==> config.mk <==
export PLATFORM = sky130hd
export DESIGN_NAME = controller_reader
export DESIGN_NICKNAME = d
export VERILOG_FILES = /design/src/rtl/controller_pkg.sv /design/src/rtl/input_sync.sv /design/src/rtl/controller_reader.sv
export SDC_FILE = /design/constraint.sdc
export NUM_CORES = 1
export LEC_CHECK = 0
export CAP_MARGIN = 25
export CORE_ASPECT_RATIO = 0.8
export CORE_UTILIZATION = 60
export CTS_CLUSTER_SIZE = 28
export DETAILED_ROUTE_END_ITERATION = 16
export GPL_TIMING_DRIVEN = 0
export PLACE_DENSITY = 0.83
export SLEW_MARGIN = 20
export SYNTH_ARGS = -nofsm -noshare
export SYNTH_HDL_FRONTEND = slang
export SYNTH_SLANG_ARGS = --single-unit
export TNS_END_PERCENT = 30
==> constraint.sdc <==
create_clock -name clk -period 4.6 [get_ports clk]
set_clock_uncertainty 0.1 [all_clocks]
set_input_delay 0.92 -clock clk [delete_from_list [all_inputs] [get_ports clk]]
set_output_delay 0.92 -clock clk [all_outputs]
set_load 0.01 [all_outputs]
==> src/rtl/controller_pkg.sv <==
// controller_pkg: shared state encoding, serial button indices and input_data bit positions
package controller_pkg;
    localparam logic [1:0] ST_IDLE    = 2'd0;
    localparam logic [1:0] ST_LATCH   = 2'd1;
    localparam logic [1:0] ST_SHIFT   = 2'd2;
    localparam logic [1:0] ST_PUBLISH = 2'd3;
    typedef enum logic [1:0] {
        IDLE    = ST_IDLE,
        LATCH   = ST_LATCH,
        SHIFT   = ST_SHIFT,
        PUBLISH = ST_PUBLISH
    } state_t;
    localparam int NUM_BUTTONS = 12;
    localparam int SER_B      = 0;
    localparam int SER_Y      = 1;
    localparam int SER_SELECT = 2;
    localparam int SER_START  = 3;
    localparam int SER_UP     = 4;
    localparam int SER_DOWN   = 5;
    localparam int SER_LEFT   = 6;
    localparam int SER_RIGHT  = 7;
    localparam int SER_A      = 8;
    localparam int SER_X      = 9;
    localparam int SER_L      = 10;
    localparam int SER_R      = 11;
    localparam int BIT_ATTACK = 9;
    localparam int BIT_RIGHT  = 8;
    localparam int BIT_LEFT   = 7;
    localparam int BIT_DOWN   = 6;
    localparam int BIT_UP     = 5;
    localparam int BIT_SWORD  = 4;
    localparam int BIT_START  = 3;
    localparam int BIT_SELECT = 2;
    localparam int BIT_L      = 1;
    localparam int BIT_R      = 0;
    function automatic logic [9:0] remap(input logic [NUM_BUTTONS-1:0] sr);
        logic [9:0] w;
        w = '0;
        w[BIT_ATTACK] = sr[SER_A];
        w[BIT_RIGHT]  = sr[SER_RIGHT];
        w[BIT_LEFT]   = sr[SER_LEFT];
        w[BIT_DOWN]   = sr[SER_DOWN];
        w[BIT_UP]     = sr[SER_UP];
        w[BIT_SWORD]  = sr[SER_B];
        w[BIT_START]  = sr[SER_START];
        w[BIT_SELECT] = sr[SER_SELECT];
        w[BIT_L]      = sr[SER_L];
        w[BIT_R]      = sr[SER_R];
        return w;
    endfunction
endpackage

==> src/rtl/input_sync.sv <==
// input_sync: 2-flop synchronizer with parameterised reset value (clk, reset, d in; q out)
module input_sync #(
    parameter logic RESET_VAL = 1'b1
) (
    input  logic clk,
    input  logic reset,
    input  logic d,
    output logic q
);
    logic meta;
    always_ff @(posedge clk) begin
        if (reset) {q, meta} <= {RESET_VAL, RESET_VAL};
        else       {q, meta} <= {meta, d};
    end
endmodule

==> src/rtl/controller_reader.sv <==
// controller_reader: scans a 12-button serial pad per frame tick, publishes a 10-bit word with a trigger strobe
module controller_reader
    import controller_pkg::*;
#(
    parameter int CLK_DIV = 150
) (
    input  logic       clk,
    input  logic       reset,
    input  logic       frame_tick,
    input  logic       pad_data,
    output logic       pad_latch,
    output logic       pad_clk,
    output logic [9:0] input_data,
    output logic       trigger,
    output logic       busy,
    output logic       overrun
);
    localparam logic [9:0] LAST_PH = 10'(CLK_DIV - 1);
    state_t state;
    logic [9:0] phase;
    logic half;
    logic [3:0] bit_idx;
    logic [NUM_BUTTONS-1:0] sr;
    logic pad_sync;
    logic end_half;
    input_sync #(.RESET_VAL(1'b1)) u_sync (
        .clk   (clk),
        .reset (reset),
        .d     (pad_data),
        .q     (pad_sync)
    );
    assign end_half = phase == LAST_PH;
    always_ff @(posedge clk) begin
        trigger <= 1'b0;
        if (reset) begin
            state      <= IDLE;
            phase      <= '0;
            half       <= 1'b0;
            bit_idx    <= '0;
            sr         <= '0;
            pad_latch  <= 1'b0;
            pad_clk    <= 1'b1;
            input_data <= '0;
            busy       <= 1'b0;
            overrun    <= 1'b0;
        end else begin
            if (frame_tick && state != IDLE) overrun <= 1'b1;
            if (state == LATCH || state == SHIFT) begin
                phase <= end_half ? '0 : phase + 10'd1;
                if (end_half) half <= ~half;
            end
            case (state)
                IDLE: if (frame_tick) begin
                    state     <= LATCH;
                    phase     <= '0;
                    half      <= 1'b0;
                    bit_idx   <= '0;
                    pad_latch <= 1'b1;
                    busy      <= 1'b1;
                end
                LATCH: if (end_half && half) begin
                    state     <= SHIFT;
                    pad_latch <= 1'b0;
                end
                SHIFT: begin
                    if (end_half && !half) begin
                        sr[bit_idx] <= ~pad_sync;
                        pad_clk     <= 1'b0;
                    end
                    if (end_half && half) begin
                        pad_clk <= 1'b1;
                        if (bit_idx == 4'd11) state <= PUBLISH;
                        else bit_idx <= bit_idx + 4'd1;
                    end
                end
                PUBLISH: if (!half) begin
                    input_data <= remap(sr);
                    half       <= 1'b1;
                end else begin
                    trigger <= 1'b1;
                    busy    <= 1'b0;
                    state   <= IDLE;
                end
                default: state <= IDLE;
            endcase
        end
    end
endmodule

==> summary.txt <==
Clock edge transition at the registers on the reported setup and hold paths -> 0.09 ns
Number of flops mapped to enable cells by yosys -> 0
Top cells by area in the synthesized netlist -> sky130_fd_sc_hd__dfxtp_1 45%, sky130_fd_sc_hd__ha_1 7.6%, sky130_fd_sc_hd__nor2_1 7.0%, sky130_fd_sc_hd__nand2_1 6.3%, sky130_fd_sc_hd__a21oi_1 4.8%
Die Area -> 3530 µm²
Area share of the largest cell type after synthesis -> 44.6%
Port Buffer Count -> 17
Multiplexer share of the synthesized area -> 1.27%
Weighted congestion at the end of routability-driven global placement -> 0.904
Total of fill cells in the finished design -> 238
TritonCTS clock tree -> built
Most used flip-flop cell after synthesis -> sky130_fd_sc_hd__dfxtp_1
Data arrival time of the critical path -> 2.41 ns
Count of state elements after synthesis -> 44
Yosys Warn Count -> 0
Outcome -> finished clean
Footprint of the multi-input gates -> 1020 µm²
Residual antenna-violating net count after detailed routing -> 0
Clock insertion delay at the later pin of the skew report -> 0.30 ns
Most common cell after layout, fill and taps aside -> sky130_fd_sc_hd__dfxtp_1
Count of non-filler cells in the finished layout -> 300
Setup Fix Bufs, Post-CTS -> 0
HPWL after DPL -> 2790 µm
Syn_area_per_cell -> 8.41 µm²
Final number of setup-violating endpoints -> 0
Fraction of registers with async set/reset -> 0%
Initial antenna violation count -> 0
Core Area -> 3110 µm²
Minimum clock period -> 2.28 ns
Fraction of the core area covered by cells at the end of the flow -> 74.6%
Largest incremental delay on the critical path -> 0.63 ns
First-iteration detailed-routing DRC count -> 101
Period utilisation layout -> 49.6%
Sequential area share after synthesis -> 44.6%
Synthesized-area fraction occupied by xor and xnor cells -> 3.99%
Critical Path Slowest Stage Cell -> sky130_fd_sc_hd__clkdlybuf4s50_1
Path type of the worst setup path -> in -> reg
Max H-tree Level -> 2
Cell area after synthesis -> 1980 µm²
Classification of the worst-slack hold path -> reg -> reg
Initial Util -> 63.6%
Resized Gates After CTS -> 0
Number of instances on the worst hold path -> 1
Crit Path Max Fanout -> 8
Area taken by flip-flops and latches -> 881 µm²
Largest family of logic cells by synthesized area -> simple AND/OR/NAND/NOR gates
Synthesized Nets -> 251
Number of nets in the final layout -> 275
Synthesis-to-finish area growth -> 17.3%
Critical path required time -> 4.73 ns
Total vias in the final route -> 1654
ANT cells -> 0
Post-Synth Simple-Gate Area -> 24.0%
Adder-cell share of the synthesized area -> 7.59%
Largest net degree at the start of global routing -> 15
Commonest non-fill, non-tap cells in the layout -> 44 x sky130_fd_sc_hd__dfxtp_1, 37 x sky130_fd_sc_hd__nor2_1, 33 x sky130_fd_sc_hd__nand2_1
Distinct cells, synth -> 42
Post-route DRC violation count -> 0
Detail-routed net length per standard cell -> 13.2 µm
Root Driver -> sky130_fd_sc_hd__clkbuf_8
Cell count along the critical path -> 5
Vias in the first global route -> 1472
Horizontal extent of the die -> 66.2 µm
Clock sink count -> 44
Die outline height -> 53.3 µm
Final hold viol count -> 0
Number of pins with negative max-slew slack in the final report -> 0
Complex-gate fraction of the synthesized area -> 14.6%
Max-slew headroom -> 66.6%
Pin slew with the least headroom to its limit -> 0.501 ns
Remaining global-route overflow -> 0
Post-synthesis cell count -> 235
Hold_buf cts -> 0
Register-to-Register Setup Slack -> 2.44 ns
I/O pin cnt -> 19
Unrepaired setup endpoints after global routing -> false
Number of search-and-repair iterations in the first detailed-routing pass -> 4
Number of instances in the placed design -> 292
Reported max-cap violation count -> 0
Post-Route Hold Slack -> 0.317 ns
Worst setup SP type -> primary input
Number of clock buffers inserted by TritonCTS -> 5
Highest achievable clock rate -> 439 MHz
Maximum count of clock buffers along a single path -> 2
Fin Setup TNS -> 0 ns
Most area-hungry cell type in the Yosys netlist -> sky130_fd_sc_hd__dfxtp_1
Peak supply drop -> 0.324 mV
Critical path cell sequence -> clkdlybuf4s50_1, mux2_4, nand4_1, or3_1, a21boi_1
Buffer and inverter count on the worst path -> 1
Critical Path End Type -> flop
Ratio of total power to cell area -> 440 nW/µm²
Standby leakage power -> 0.789 nW
Cell family with the largest share of critical-path delay -> buffers and inverters
First-pass GRT wire length -> 6630 µm
Via-to-Cell Ratio -> 5.51
Depth of the most critical reg-to-reg path -> 8
Cell Rows -> 18
Wirelength, routed -> 3970 µm
Share of layout cells above drive strength 1 -> 6.15%
Total routing usage reported by global routing -> 25.4%
[flip-flops by register name (all words and copies together) (netlist names)]
signal       count
sr              10
state            2
pad_latch        1
u_sync.meta      1
busy             1
bit_idx          4
trigger          1
input_data      10
overrun          1
phase           10
half             1
u_sync.q         1
pad_clk          1
[worst register-to-register path: stages (launching register included)]
cell	delay (ns)
sky130_fd_sc_hd__dfxtp_1	0.40
sky130_fd_sc_hd__ha_1	0.16
sky130_fd_sc_hd__nor4bb_1	0.19
sky130_fd_sc_hd__nand2_1	0.12
sky130_fd_sc_hd__nor2_1	0.18
sky130_fd_sc_hd__ha_1	0.33
sky130_fd_sc_hd__a21boi_0	0.16
sky130_fd_sc_hd__or3_1	0.32
sky130_fd_sc_hd__a21boi_1	0.14
[per-stage QoR]
stage               setup slack, ns  area [µm²]  total power [mW]
global placement               2.06        2200             0.705
detailed placement             2.05        2200             0.712
finish                         2.32        2320              1.02
floorplan                      2.71        1980             0.644
CTS                            2.33        2320              1.02
global route                   2.23        2320              1.08
[final cells by class]
cell class              count  share of cell area, %
clock inverters             2                   1.67
clock buffers               6                   3.56
flip-flops and latches     44                   38.0
plain buffers              10                   1.78
multi-input cells         171                   43.9
well taps                  40                   2.16
repair buffers             17                   7.34
inverters                  10                   1.62
[where the power goes]
part | total [mW] | internal (mW) | switching, mW
clock network | 0.312 | 0.178 | 0.134
logic | 0.272 | 0.115 | 0.157
registers | 0.437 | 0.409 | 0.0279
total | 1.02 | 0.702 | 0.320
[logic make-up after synthesis]
logic type               after synthesis
AND/OR/NAND/NOR                      103
AO/OA/AOI/OAI                         45
flip-flops                            44
buffers and inverters                 20
adder cells (fa/ha/maj)               12
XOR/XNOR                               9
multiplexers                           2
[cells in the mapped netlist (2+ instances only)]
library cell	instances
sky130_fd_sc_hd__a211oi_1	12
sky130_fd_sc_hd__a21boi_0	2
sky130_fd_sc_hd__a21oi_1	19
sky130_fd_sc_hd__a31oi_1	2
sky130_fd_sc_hd__buf_2	2
sky130_fd_sc_hd__clkbuf_1	6
sky130_fd_sc_hd__dfxtp_1	44
sky130_fd_sc_hd__ha_1	12
sky130_fd_sc_hd__inv_1	10
sky130_fd_sc_hd__nand2_1	33
sky130_fd_sc_hd__nand2b_1	3
sky130_fd_sc_hd__nand3_1	4
sky130_fd_sc_hd__nand4_1	5
sky130_fd_sc_hd__nor2_1	37
sky130_fd_sc_hd__nor2b_1	5
sky130_fd_sc_hd__nor3_1	4
sky130_fd_sc_hd__o21ai_0	2
sky130_fd_sc_hd__or2_2	2
sky130_fd_sc_hd__xnor2_1	6
sky130_fd_sc_hd__xor2_1	3
[per-layer routing]
| layer | routed length [µm] | GRT usage (%) | vias to the layer above | share of wire (%) |
|---|---|---|---|---|
| met5 | 0 | 0 | - | 0 |
| met4 | 48 | 7.80 | 0 | 1.2 |
| met3 | 191 | 7.11 | 6 | 4.8 |
| met2 | 1710 | 38.6 | 44 | 43 |
| met1 | 2020 | 34.5 | 759 | 51 |
| li1 | - | - | 845 | - |
[worst paths after layout]
check,end,start
worst max-delay path,bit_idx[3],frame_tick
worst min-delay path,u_sync.q,u_sync.meta
worst max register to register,bit_idx[3],phase[0]
worst min register to register,u_sync.q,u_sync.meta
Note: power is estimated with default switching activity, not from simulation.
